==> src/rtl/signed_seq_divider.sv <==
// Iterative signed divider: 2W-bit dividend / W-bit divisor, one restoring quotient bit per clock.
// Optional build macro DIV_ZERO_FAST_EN shortens divide-by-zero operations to a 2-cycle latency.
module signed_seq_divider #(
  parameter int W = 8
) (
  input  logic           clk,
  input  logic           rst_n,
  input  logic           start,
  input  logic [2*W-1:0] dividend,
  input  logic [W-1:0]   divisor,
  output logic           busy,
  output logic           done,
  output logic [W-1:0]   quotient,
  output logic [W-1:0]   remainder,
  output logic           overflow,
  output logic           div_by_zero
);

  localparam int CW = $clog2(2*W);

  typedef enum logic [1:0] {IDLE, CALC, FIX} state_t;

  state_t         state, state_nxt;
  logic [CW-1:0]  cnt;
  logic [2*W-1:0] dvd_mag;
  logic [W-1:0]   dvs_mag;
  logic [W-1:0]   prem;
  logic [W-1:0]   dvd_lo;
  logic           sgn_dvd, sgn_dvs, dz;

  logic           accept, last;
  logic [W:0]     shifted;
  logic           ge;
  logic [W-1:0]   prem_nxt;

  logic           qneg, ovf_c;
  logic [2*W-1:0] lim_pos, lim_neg;
  logic [W-1:0]   q_fix, r_fix;

  assign accept = (state == IDLE) && start;
  assign last   = (cnt == CW'(2*W-1));
  assign busy   = (state != IDLE);

  // Restoring step: shift one dividend bit into the partial remainder and trial-subtract.
  assign shifted  = {prem, dvd_mag[2*W-1]};
  assign ge       = (shifted >= {1'b0, dvs_mag});
  assign prem_nxt = ge ? W'(shifted - {1'b0, dvs_mag}) : shifted[W-1:0];

  assign qneg    = sgn_dvd ^ sgn_dvs;
  assign lim_pos = {{(W+1){1'b0}}, {(W-1){1'b1}}};
  assign lim_neg = lim_pos + 1'b1;
  assign ovf_c   = !dz && (qneg ? (dvd_mag > lim_neg) : (dvd_mag > lim_pos));

  always_comb begin
    q_fix = '0;
    r_fix = '0;
    if (dz) begin
      q_fix = '0;
      r_fix = dvd_lo;
    end else begin
      if (ovf_c)
        q_fix = qneg ? {1'b1, {(W-1){1'b0}}} : {1'b0, {(W-1){1'b1}}};
      else
        q_fix = qneg ? -dvd_mag[W-1:0] : dvd_mag[W-1:0];
      r_fix = sgn_dvd ? -prem : prem;
    end
  end

  always_ff @(posedge clk or negedge rst_n) begin
    if (!rst_n) state <= IDLE;
    else        state <= state_nxt;
  end

  always_comb begin
    state_nxt = state;
    case (state)
      IDLE:    if (start) state_nxt = CALC;
      CALC:    if (last) state_nxt = FIX;
      FIX:     state_nxt = IDLE;
      default: state_nxt = IDLE;
    endcase
  end

  always_ff @(posedge clk or negedge rst_n) begin
    if (!rst_n) begin
      cnt         <= '0;
      dvd_mag     <= '0;
      dvs_mag     <= '0;
      prem        <= '0;
      dvd_lo      <= '0;
      sgn_dvd     <= 1'b0;
      sgn_dvs     <= 1'b0;
      dz          <= 1'b0;
      done        <= 1'b0;
      quotient    <= '0;
      remainder   <= '0;
      overflow    <= 1'b0;
      div_by_zero <= 1'b0;
    end else begin
      done <= 1'b0;
      if (accept) begin
        dvd_mag <= dividend[2*W-1] ? -dividend : dividend;
        dvs_mag <= divisor[W-1] ? -divisor : divisor;
        sgn_dvd <= dividend[2*W-1];
        sgn_dvs <= divisor[W-1];
        dz      <= (divisor == '0);
        dvd_lo  <= dividend[W-1:0];
        prem    <= '0;
`ifdef DIV_ZERO_FAST_EN
        // Zero divisor: preload the counter so CALC is left after a single pass.
        cnt     <= (divisor == '0) ? CW'(2*W-1) : '0;
`else
        cnt     <= '0;
`endif
      end else if (state == CALC) begin
        prem    <= prem_nxt;
        dvd_mag <= {dvd_mag[2*W-2:0], ge};
        cnt     <= cnt + 1'b1;
      end else if (state == FIX) begin
        done        <= 1'b1;
        quotient    <= q_fix;
        remainder   <= r_fix;
        overflow    <= ovf_c;
        div_by_zero <= dz;
      end
    end
  end

endmodule
==> config.mk <==
export PLATFORM = sky130hd
export DESIGN_NAME = signed_seq_divider
export DESIGN_NICKNAME = d
export VERILOG_FILES = /design/src/rtl/signed_seq_divider.sv
export SDC_FILE = /design/constraint.sdc
export NUM_CORES = 1
export LEC_CHECK = 0
export BUFFER_PORTS_ARGS = -buffer_cell sky130_fd_sc_hd__buf_4
export CORE_MARGIN = 2
export CORE_UTILIZATION = 35
export DETAILED_ROUTE_END_ITERATION = 6
export SLEW_MARGIN = 25
export SYNTH_ARGS = -nofsm -noshare
export SYNTH_HDL_FRONTEND = slang
export SYNTH_SLANG_ARGS = --single-unit
export TNS_END_PERCENT = 30
==> constraint.sdc <==
create_clock -name clk -period 2.5 [get_ports clk]
set_clock_uncertainty 0.15 [all_clocks]
set_input_delay 0.5 -clock clk [delete_from_list [all_inputs] [get_ports clk]]
set_output_delay 0.5 -clock clk [all_outputs]
set_load 0.1 [all_outputs]
After elaboration in Yosys (flattened, before gate mapping)
Index checks and enable logic that the tools add are counted.
{"block": "classes", "addsub": 6, "magnitude_cmp": 3, "eq_ne": 5, "muxes": 22, "bitwise_logic": 3, "reduce_logical": 9}
{"operator": "8-bit 2-to-1 mux", "n": 10}
{"operator": "16-bit 2-to-1 mux", "n": 3}
{"operator": "8-bit negator", "n": 3}
{"operator": "16-bit by 7-bit greater-than comparator with 1-bit output (second input constant)", "n": 1}
{"operator": "16-bit by 8-bit greater-than comparator with 1-bit output (second input constant)", "n": 1}
{"operator": "16-bit negator", "n": 1}
{"operator": "9-bit by 8-bit greater-or-equal comparator with 1-bit output", "n": 1}
{"operator": "8-bit zero test", "n": 1}
{"operator": "4-bit 2-to-1 mux", "n": 2}
{"operator": "8-bit subtractor", "n": 1}
{"operator": "4-bit by 1-bit adder with 4-bit output (second input constant)", "n": 1}
{"operator": "4-bit == test (second input constant)", "n": 1}
{"operator": "1-bit 2-to-1 mux", "n": 4}
{"operator": "2-bit 2-to-1 mux", "n": 2}
{"operator": "2-bit inequality test (second input constant)", "n": 2}
{"operator": "2-bit one-hot mux with 2 select lines", "n": 1}
{"operator": "2-bit nonzero test", "n": 2}
{"operator": "3-bit AND reduction", "n": 1}
{"operator": "2-bit by 1-bit == test with 1-bit output (second input constant)", "n": 1}
{"operator": "2-bit == test (second input constant)", "n": 1}
{"operator": "1-bit logical AND", "n": 2}
{"operator": "2-bit zero test", "n": 1}
{"operator": "1-bit inverter", "n": 2}
{"operator": "2-bit AND reduction", "n": 1}
{"operator": "2 further kinds", "n": 2}
{"block": "word_totals", "regBits": 68, "input_bits": 27, "out_inout_bits": 20, "word_cells": 62}

Logic depth before layout (Yosys ltp)
Gate-level depths: netlist of the first run.
{"block": "depth", "ltp_word": 5, "ltp_mapped": 10, "ltp_nobuf": 10}

Worst setup path before layout of the first run
OpenSTA, ideal clock, no wires.
{"block": "synth_timing", "kind": "register to register", "startpoint": "register dvd_mag[0]", "endpoint": "register quotient[4]", "setup_ns": 0.092, "arrival_time_ns": 2.022, "t_required_ns": 2.258, "slack_ns": 0.236, "stages_incl_launch_ff": 9, "path_buffers": 0, "period_less_slack_ns": 2.264, "path_cell_list": "dfrtp_1 > inv_1 > ha_1 > or3b_4 > o41a_1 > or2_0 > o211ai_1 > a21oi_1 > o31ai_2"}
{"block": "synth_via", "elab_chain_cells": 5, "word_cells_on_any_way": 8, "cone_classes": "add/sub (1); order compare (2); mux (4); reduce/logical (1)"}
{"element": "from (decl)", "line_no": "25", "text": "logic [2*W-1:0] dvd_mag;"}
{"element": "from (signal assigned)", "line_no": "102", "text": "dvd_mag <= dividend[2*W-1] ? -dividend : dividend;"}
{"element": "from (signal assigned)", "line_no": "117", "text": "dvd_mag <= {dvd_mag[2*W-2:0], ge};"}
{"element": "16-bit by 7-bit greater-than comparator with 1-bit output / 16-bit by 8-bit greater-than comparator with 1-bit output (equally long branches)", "line_no": "52", "text": "assign ovf_c = !dz && (qneg ? (dvd_mag > lim_neg) : (dvd_mag > lim_pos));"}
{"element": "1-bit 2-to-1 mux", "line_no": "52"}
{"element": "1-bit logical AND", "line_no": "52"}
{"element": "8-bit 2-to-1 mux *", "line_no": "61", "text": "if (ovf_c)"}
{"element": "8-bit 2-to-1 mux *", "line_no": "57", "text": "if (dz) begin"}
{"element": "to (signal assigned)", "line_no": "121", "text": "quotient <= q_fix;"}
{"element": "to (decl)", "line_no": "13", "text": "output logic [W-1:0] quotient,"}
Mark *: on every way between the ends. The rest lies on a longest branch, timed or not.
A chain may end at the register's enable or synchronous reset.

Worst setup path after layout of the first run
{"block": "layout_timing", "startpoint": "register dvd_mag[1]", "endpoint": "register quotient[5]"}
Same word-level chain as after synthesis.

==> impl_metrics.csv, run 1 <==
group,metric,value,unit
worst_hold_path,hold_depth,3,
detailed_routing,ant_nets,0,
cts,cts_sinks,68,
critical_path,r2r_setup_slack,0.13,ns
synthesis,syn_inst,448,
sta,timing.fmax,0.421,GHz
critical_path,cp.depth,8,
pwr,p_sw_share,44.4,%
detailed_routing,drt_pass1_iterations,4,
sta,finalWorstSetupSlack,0.126,ns
detailed_routing,drt_iter0_markers,224,
die,fp.dieW,111,µm
place,hpwlAfterDp,7310,µm
detailed_routing,vias,3415,
synthesis,synth.distinct_cells,55,
place,place_area,4590,µm²
critical_path,cp_max_fo,5,
place,globalplace.congestion,0.828,
sta,tightest_slew,0.600,ns
global_routing,track_usage,16.5,%
sta,slew_headroom,59.8,%
die,die_area,12200,µm²
cts,clockRootBuffer,"clkbuf_16",
critical_path,crit_buf_inv,1,
sta,slew_violations,0,
critical_path,reg2reg_depth,8,
sta,setup-tns-final,0,ns
synthesis,ys_seq_area_share,42.8,%
pwr,leakagePower,0.00226,µW
critical_path,critPathTopFamily,"simple AND/OR/NAND/NOR gates",
die,num_rows,38,
cells_and_area,n_antenna_cell,0,
global_routing,grt_pass1_vias,3335,
critical_path,required,2.60,ns
detailed_routing,wl_met2,4450,µm
synthesis,async_flop_share,100,%
detailed_routing,detail_route.wirelength,9880,µm
sta,hold_viol_final,0,
global_routing,grt_pass1_wl,16500,µm
run_status,outcome,"completed",
detailed_routing,wire_per_inst,15.1,µm
critical_path,critPathArrivalTime,2.48,ns
pwr,power_frac_clock,19.0,%
run,drv_cap,0,
synthesis,ys.warnings.count,0,
cts,path_clk_slew,0.06,ns
global_routing,grt_remaining_overflow,0,
cts,clock_path_buffers,2,
detailed_routing,vias_per_cell,5.22,
pwr,p_seq_share,28.8,%
critical_path,critPathLaunchType,"flip-flop",
pwr,p_comb_share,52.2,%
pwr,finalPower,6940,µW
place,port-buffer-count,46,
cells_and_area,syn2layout_area_growth,24.3,%
synthesis,yosys_register_bits,68,
synthesis,ys.flop_type,"dfrtp_1",
place,place_ws,0.0822,ns
pwr,switchingPower,3080,µW
pwr,p_int,3860,µW
sta,period_minus_slack,2.37,ns
die,initial_core_util,36.2,%
cts,worst_skew_pair.late_latency,0.33,ns
synthesis,synth_fp_nets,489,
detailed_routing,drc,0,
critical_path,critPathSlowestCell,"dfrtp_1",
global_routing,antenna_found_initial,0,
die,io_pins,47,
worst_hold_path,min_path_type,"in -> reg",
sta,fin_hold_ws,0.271,ns
cts,cts-htree-levels,3,
cells_and_area,stdcell_area,4950,µm²
pwr,power_density,1400,nW/µm²
critical_path,crit_chain,"inv_2, ha_4, or3b_4, o41a_1, or2_1, nor4_2, a211oi_1, o21ai_1",
pwr,ir_drop,0.634,mV
global_routing,grt_start_max_net_pins,42,
synthesis,syn_area_per_cell,8.88,µm²
detailed_routing,met1Wirelength,4780,µm
sta,rsz0062_at_grt,"true",
synthesis,synth_edf_count,0,
critical_path,crit_type,"reg -> reg",
cells_and_area,drive_gt1_share,20.4,%
detailed_routing,met3_length,441,µm
sta,setup_violations,0,
detailed_routing,highest_layer,"met4",
sta,finalCritPeriodShare,95.0,%
cts,cts_buffers,9,
critical_path,cpPeakStageDelay,0.40,ns
cells_and_area,layout.nets,551,
die,fp.dieH,111,µm
cts,cts_tree,"done",
critical_path,end_kind,"flip-flop",
die,core,11000,µm²
synthesis,syn_area,3980,µm²
[power by group through the flow]
stage          sequential [µW]  combinational [µW]  clock (µW)
2_1_floorplan             2420                2230           0
3_3_place_gp              1990                3500           0
3_5_place_dp              2010                3570           0
4_1_cts                   1990                3600        1340
5_1_grt                   2070                4010        1390
6_report                  2000                3630        1320
[Yosys cell counts, drive strengths merged, types with 3 or more instances]
| master | number | area share, % |
|---|---|---|
| a221oi | 5 | 1.1 |
| nor2b | 6 | 0.94 |
| dfrtp | 68 | 43 |
| or3 | 5 | 0.82 |
| xor2 | 19 | 4.2 |
| xnor2 | 13 | 2.9 |
| a22o | 3 | 0.66 |
| a21boi | 3 | 0.57 |
| ha | 13 | 4.1 |
| nor3 | 6 | 0.75 |
| nor2 | 24 | 2.3 |
| o41ai | 3 | 0.66 |
| a21o | 4 | 0.79 |
| nand2 | 74 | 7.0 |
| a21oi | 20 | 2.5 |
| nand2b | 7 | 1.1 |
| a22oi | 11 | 2.1 |
| inv | 19 | 1.8 |
| a211oi | 3 | 0.57 |
| clkbuf | 20 | 2.4 |
| or2 | 6 | 0.94 |
| mux2i | 10 | 2.5 |
| o21ai | 57 | 7.2 |
| nor3b | 5 | 0.94 |
| o31ai | 7 | 1.4 |
| nand3 | 6 | 0.75 |
| nor4 | 9 | 1.6 |
[worst min-delay path, stage by stage]
cell     delay (ns)
buf_4          0.11
nand2_1        0.05
nand2_1        0.05
[path summary, 6_finish.rpt]
| check | startpoint | to |
|---|---|---|
| worst min-delay path | dividend[7] | dvd_lo[7]$_DFFE_PN0P_ |
| min in group asynchronous | rst_n | dvs_mag[6]$_DFFE_PN0P_ |
| worst min register to register | dvd_lo[7]$_DFFE_PN0P_ | dvd_lo[7]$_DFFE_PN0P_ |
| worst max register to register | dvd_mag[1]$_DFFE_PN0P_ | quotient[5]$_DFFE_PN0P_ |
| max in group asynchronous | rst_n | dvd_mag[10]$_DFFE_PN0P_ |
| worst max-delay path | dvd_mag[1]$_DFFE_PN0P_ | quotient[5]$_DFFE_PN0P_ |
[layout by cell type (no fill, tap or decap), types with 2 or more instances in the layout]
cell and count:
a21oi_1 20, a221oi_1 5, clkinv_2 4, buf_4 71
xnor2_1 13, a21boi_0 3, ha_1 12, o41ai_1 3
nor4_2 2, o21ai_0 56, mux2i_1 10, dfrtp_1 68
a211oi_1 3, nand3_1 6, nand2b_1 7, or3_1 4
nor3_1 6, o31ai_1 6, xor2_1 19, nor2_1 23
o311ai_0 2, a22oi_1 11, clkbuf_16 9, nor4_1 7
nand2_1 74, nor2b_1 6, nor3b_1 5, inv_1 18
a22o_1 3, a21o_1 3, or2_2 5, bufinv_16 2
[logic make-up (layout without fill, tap and decap cells)]
group | Yosys count | count (layout) | synth area share, %
simple gates | 154 | 154 | 18.3
compound gates | 128 | 128 | 20.1
flops | 68 | 68 | 42.8
buf+inv | 41 | 107 | 4.40
xor+xnor | 32 | 32 | 7.04
fa+ha+maj | 14 | 14 | 4.59
mux | 11 | 11 | 2.80
[layer usage]
| metal | vias up | GRT usage (%) |
|---|---|---|
| met5 | - | 0 |
| met4 | 0 | 6.50 |
| met3 | 14 | 3.29 |
| met2 | 84 | 25.2 |
| met1 | 1617 | 22.8 |
| li1 | 1700 | - |
[what timing repair did]
| action | in CTS | in global routing |
|---|---|---|
| hold endpoints to repair | 27 | 0 |
| setup buffers | 0 | 3 |
| hold buffers | 1 | 0 |
| gates resized for setup | 0 | 6 |
| setup endpoints to repair | 0 | 5 |
[cell type report]
cell class | count | area, µm²
sequential | 68 | 1700
fill | 1058 | 6040
inverter | 19 | 71.3
timing repair buffer | 73 | 563
clock inverter | 6 | 80.1
clock buffer | 9 | 225
multi-input combinational | 339 | 2130
tap | 140 | 175
[state kept, by name, summed over array words and instances, names as in the netlist, 2 cells and up]
name / flops
dvd_mag: 16
dvd_lo: 8
dvs_mag: 8
prem: 8
quotient: 8
remainder: 8
cnt: 4
state: 2
[stage by stage]
| step | std cells | utilization (%) |
|---|---|---|
| 2_1_floorplan | 448 | - |
| 3_5_place_dp | 635 | 41.8 |
| 4_1_cts | 651 | 44.6 |
| 3_3_place_gp | 635 | 41.8 |
| 5_1_grt | 654 | 45.0 |
| 6_report | 654 | 45.0 |
(Power assumes the default switching activity.)
==> run 2: changes to the inputs <==
Settings changed: MAX_ROUTING_LAYER set to met4.
==> impl_metrics.csv, run 2 (same netlist as run 1, synthesis figures left out) <==
group,metric,value,unit
place,placed_cells,634,
critical_path,critPathSlowestCell,"dfrtp_1",
detailed_routing,drt_iter0_markers,148,
critical_path,cpPeakStageDelay,0.40,ns
sta,hold_viol_final,0,
die,num_rows,38,
global_routing,grt_pass1_vias,3315,
place,port-buffer-count,46,
detailed_routing,ant_nets,0,
global_routing,met3_usage,2.96,%
detailed_routing,drt_pass1_iterations,4,
cts,cts-htree-levels,3,
cts,cts_sinks,68,
pwr,p_comb_share,51.7,%
cells_and_area,drive_gt1_share,20.3,%
pwr,p_int,3900,µW
cts,clock_path_buffers,2,
critical_path,critPathTopFamily,"compound AO/OA/AOI/OAI gates",
cells_and_area,final_cell_mix,"nand2_1 (74), buf_4 (70), dfrtp_1 (68)",
global_routing,grt_pass1_wl,16300,µm
sta,tightest_slew,0.853,ns
cells_and_area,multi_input_area,2120,µm²
sta,finalCritPeriodShare,96.3,%
cells_and_area,seq_area,1700,µm²
pwr,ir_drop,0.652,mV
pwr,switchingPower,3050,µW
critical_path,cp_max_fo,4,
detailed_routing,wire_per_inst,14.7,µm
sta,period_minus_slack,2.41,ns
sta,setup_violations,0,
detailed_routing,detail_route.wirelength,9600,µm
pwr,power_frac_clock,19.5,%
sta,slew_headroom,43.1,%
cts,cts_buffers,9,
cells_and_area,layout.nets,548,
global_routing,grt_remaining_overflow,0,
sta,timing.fmax,0.415,GHz
sta,slew_violations,0,
cts,worst_skew_pair.late_latency,0.33,ns
cells_and_area,n_antenna_cell,0,
global_routing,grtUsageMet2,24.4,%
cells_and_area,largest_register_ffs,16,
cells_and_area,finalNonFillerCells,652,
place,globalplace.congestion,0.826,
die,die_area,12200,µm²
cells_and_area,n_fill_cell,1055,
place,hpwlAfterDp,7080,µm
critical_path,critPathArrivalTime,2.50,ns
detailed_routing,drc,0,
worst_hold_path,min_path_type,"in -> async",
critical_path,reg2reg_depth,8,
run,drv_cap,0,
cts,cts_tree,"done",
critical_path,crit_chain,"inv_2, ha_2, or3b_4, o41a_1, or2_1, o211ai_1, a21oi_2, o31ai_2",
critical_path,required,2.60,ns
pwr,p_sw_share,43.9,%
critical_path,crit_buf_inv,1,
die,core,11000,µm²
global_routing,track_usage,16.8,%
cts,path_clk_slew,0.06,ns
run_status,outcome,"completed",
critical_path,end_kind,"flip-flop",
cells_and_area,final_common_cell,"nand2_1",
die,fp.dieH,111,µm
sta,rsz0062_at_grt,"false",
global_routing,grt_start_max_net_pins,69,
sta,setup-tns-final,0,ns
pwr,p_seq_share,28.8,%
critical_path,r2r_setup_slack,0.09,ns
detailed_routing,vias_per_cell,5.13,
die,io_pins,47,
cells_and_area,regMostFlops,"dvd_mag",
die,initial_core_util,36.2,%
critical_path,critPathLaunchType,"flip-flop",
die,fp.dieW,111,µm
global_routing,use_met1,23.3,%
pwr,leakagePower,0.00225,µW
critical_path,crit_type,"reg -> reg",
global_routing,busiest_layer,"met2",
critical_path,reg2reg_to,"quotient[4]$_DFFE_PN0P_",
pwr,power_density,1410,nW/µm²
cts,clockRootBuffer,"clkbuf_16",
detailed_routing,vias,3348,
cells_and_area,syn2layout_area_growth,23.5,%
global_routing,antenna_found_initial,0,
critical_path,worstReg2RegStart,"dvd_mag[1]$_DFFE_PN0P_",
## run 2: cell count changes in the layout (fill, tap and decap cells not counted), sizes merged
cell	previous run	this run
clkbuf	9	11
dlygate4sd3	1	0
buf	72	70
clkinv	4	3
## run 2: power by group through the flow
| stage | clock (µW) | combinational, µW | sequential [µW] |
|---|---|---|---|
| 3_5_place_dp | 0 | 3550 | 2010 |
| 2_1_floorplan | 0 | 2230 | 2420 |
| 4_1_cts | 1370 | 3570 | 2000 |
| 3_3_place_gp | 0 | 3500 | 1990 |
| 5_1_grt | 1420 | 4020 | 2070 |
| 6_report | 1360 | 3600 | 2000 |
## run 2: timing repair
item | 4_1_cts | 5_1_grt
setup buffers | 0 | 2
resized for setup | 0 | 6
hold buffers | 0 | 0
setup endpoints to repair | 0 | 5
## run 2: worst max-delay path by stage
stage                                start                      end  slack, ns  depth (start not counted)
floorplan           dvd_mag[0]$_DFFE_PN0P_  quotient[4]$_DFFE_PN0P_       0.24                          8
global placement               dividend[4]  dvd_mag[10]$_DFFE_PN0P_       0.07                          8
detailed placement  dvd_mag[1]$_DFFE_PN0P_  quotient[2]$_DFFE_PN0P_       0.06                          8
CTS                 dvd_mag[1]$_DFFE_PN0P_  quotient[2]$_DFFE_PN0P_       0.05                          8
global route        dvd_mag[1]$_DFFE_PN0P_  quotient[4]$_DFFE_PN0P_      0.006                          8
finish              dvd_mag[1]$_DFFE_PN0P_  quotient[4]$_DFFE_PN0P_       0.09                          8
## run 2: metrics by stage
stage               worst slack [ns]  area, µm²  total power (µW)  utilization [%]  hold slack, ns
global placement              0.0739       4570              5500             41.6           0.312
detailed placement            0.0568       4570              5560             41.6           0.314
finish                        0.0921       4920              6950             44.8           0.129
CTS                           0.0458       4880              6940             44.5           0.175
global route                 0.00639       4920              7520             44.8           0.207
floorplan                      0.236       3980              4650                -          0.0544
## run 2: final cells by class
| class | count | share of cell area (%) |
|---|---|---|
| Tap cell | 140 | 3.56 |
| Timing Repair Buffer | 70 | 10.7 |
| Sequential cell | 68 | 34.6 |
| Clock buffer | 11 | 4.94 |
| Multi-Input combinational cell | 339 | 43.2 |
| Clock inverter | 5 | 1.53 |
| Inverter | 19 | 1.45 |
## run 2: layer usage
layer,share of wire [%],vias to the layer above,wire (µm)
met5,0,-,0
met4,2.5,0,238
met3,3.0,18,290
met2,45,76,4310
met1,50,1560,4760
li1,-,1694,-
==> run 3: changes to the inputs <==
Settings changed: CTS_CLUSTER_DIAMETER set to 80, PLACE_DENSITY set to 0.51.
==> impl_metrics.csv, run 3 (same netlist as run 1, synthesis figures left out) <==
group,metric,value,unit
cts,cts-htree-levels,3,
detailed_routing,drt_iter0_markers,187,
cts,clock_path_buffers,2,
detailed_routing,ant_nets,0,
detailed_routing,vias_per_cell,5.20,
cts,cts_sinks,68,
die,fp.dieH,111,µm
critical_path,critPathSlowestCell,"or3b_4",
cells_and_area,final_common_cell,"nand2_1",
place,globalplace.congestion,0.859,
detailed_routing,drc,0,
critical_path,r2r_setup_slack,0.11,ns
critical_path,cp_max_fo,5,
cells_and_area,n_antenna_cell,0,
global_routing,grt_start_max_net_pins,39,
cells_and_area,syn2layout_area_growth,22.4,%
sta,tightest_slew,0.553,ns
cts,cts_buffers,9,
die,io_pins,47,
sta,setup_violations,0,
critical_path,crit_buf_inv,1,
run_status,violations,"negative hold slack",
detailed_routing,drt_pass1_iterations,5,
critical_path,reg2reg_depth,8,
global_routing,antenna_found_initial,0,
cells_and_area,multi_input_area,2110,µm²
sta,fin_hold_ws,-0.00591,ns
pwr,finalPower,6760,µW
die,initial_core_util,36.2,%
critical_path,crit_type,"reg -> reg",
worst_hold_path,min_path_type,"in -> async",
cells_and_area,utilization,44.4,%
place,port-buffer-count,46,
critical_path,cp-startpoint,"dvd_mag[1]$_DFFE_PN0P_",
sta,period_minus_slack,2.39,ns
global_routing,grt_remaining_overflow,0,
critical_path,critPathLaunchType,"flip-flop",
cells_and_area,seq_area,1700,µm²
critical_path,endpoint,"quotient[5]$_DFFE_PN0P_",
critical_path,crit_chain,"inv_1, ha_2, or3b_4, o41a_1, or2_0, nor4_1, a211oi_1, o21ai_1",
sta,finalCritPeriodShare,95.6,%
cts,path_clk_slew,0.06,ns
cells_and_area,layout.nets,550,
global_routing,grt_pass1_vias,3442,
critical_path,required,2.61,ns
sta,hold_viol_final,6,
cells_and_area,regMostFlops,"dvd_mag",
cts,clockRootBuffer,"clkbuf_16",
global_routing,track_usage,17.6,%
cts,cts_tree,"done",
global_routing,grt_pass1_wl,17200,µm
die,num_rows,38,
critical_path,end_kind,"flip-flop",
pwr,power_density,1390,nW/µm²
detailed_routing,vias,3391,
sta,slew_headroom,63.0,%
critical_path,cp.depth,8,
critical_path,reg2reg_to,"quotient[5]$_DFFE_PN0P_",
sta,slew_violations,0,
detailed_routing,wire_per_inst,15.4,µm
cells_and_area,drive_gt1_share,19.9,%
sta,rsz0062_at_grt,"true",
cts,cts_hold_buf,0,
place,hpwlAfterDp,7510,µm
critical_path,cpPeakStageDelay,0.41,ns
die,fp.dieW,111,µm
cells_and_area,n_fill_cell,1076,
cells_and_area,final_cell_mix,"nand2_1 (74), buf_4 (71), dfrtp_1 (68)",
critical_path,critPathTopFamily,"simple AND/OR/NAND/NOR gates",
critical_path,critPathArrivalTime,2.50,ns
die,die_area,12200,µm²
run,drv_cap,0,
run_status,outcome,"complete, but fails checks",
die,core,11000,µm²
cts,worst_skew_pair.late_latency,0.33,ns
pwr,leakagePower,0.00223,µW
cells_and_area,largest_register_ffs,16,
pwr,ir_drop,0.791,mV
critical_path,worstReg2RegStart,"dvd_mag[1]$_DFFE_PN0P_",
sta,timing.fmax,0.419,GHz
detailed_routing,detail_route.wirelength,10100,µm
run 3: how the worst min path moves through the flow:
stage                                     to  slack [ns]                     start  cells after the start
global route        remainder[5]$_DFFE_PN0P_        0.03                     rst_n                      1
CTS                 remainder[5]$_DFFE_PN0P_        0.01                     rst_n                      1
global placement    remainder[4]$_DFFE_PN0P_        0.32  remainder[4]$_DFFE_PN0P_                      2
detailed placement     dvd_lo[3]$_DFFE_PN0P_        0.32     dvd_lo[3]$_DFFE_PN0P_                      2
floorplan                 cnt[0]$_DFFE_PN0P_        0.05                     rst_n                      0
finish              remainder[4]$_DFFE_PN0P_      -0.006                     rst_n                      1
run 3: area by class of cell:
cell class	instances	share of cell area, %
clock buffer	9	4.62
tap	140	3.60
sequential	68	34.9
inverter	19	1.46
timing repair buffer	72	11.4
clock inverter	5	0.642
multi-input combinational	339	43.4
run 3: repair_timing:
item / in CTS / in global routing
gates resized for setup: 0 / 4
endpoints found under the hold margin: 0 / 0
buffers inserted: 0 / 0
endpoints found under the setup margin: 0 / 8
run 3: power by group:
group,internal (µW),switching (µW)
Clock,655,456
Sequential,1580,386
Combinational,1450,2230
Total,3690,3070
run 3: through the flow:
step                      cells  instance area, µm²  setup WS, ns  setup TNS (ns)
after CTS                   652                4860        0.0583               0
after global routing        652                4870       -0.0117         -0.0117
after global placement      638                4610        0.0752               0
final                       652                4870         0.111               0
after detailed placement    638                4610        0.0654               0
after floorplan             448                3980         0.236               0
run 3: per-layer routing:
layer  GRT usage, %  vias up  wire [µm]
met1           23.3     1615       4990
li1               -     1702          -
met5              -        -          0
met3           3.51       10        320
met4           5.00        0        125
met2           27.6       64       4620
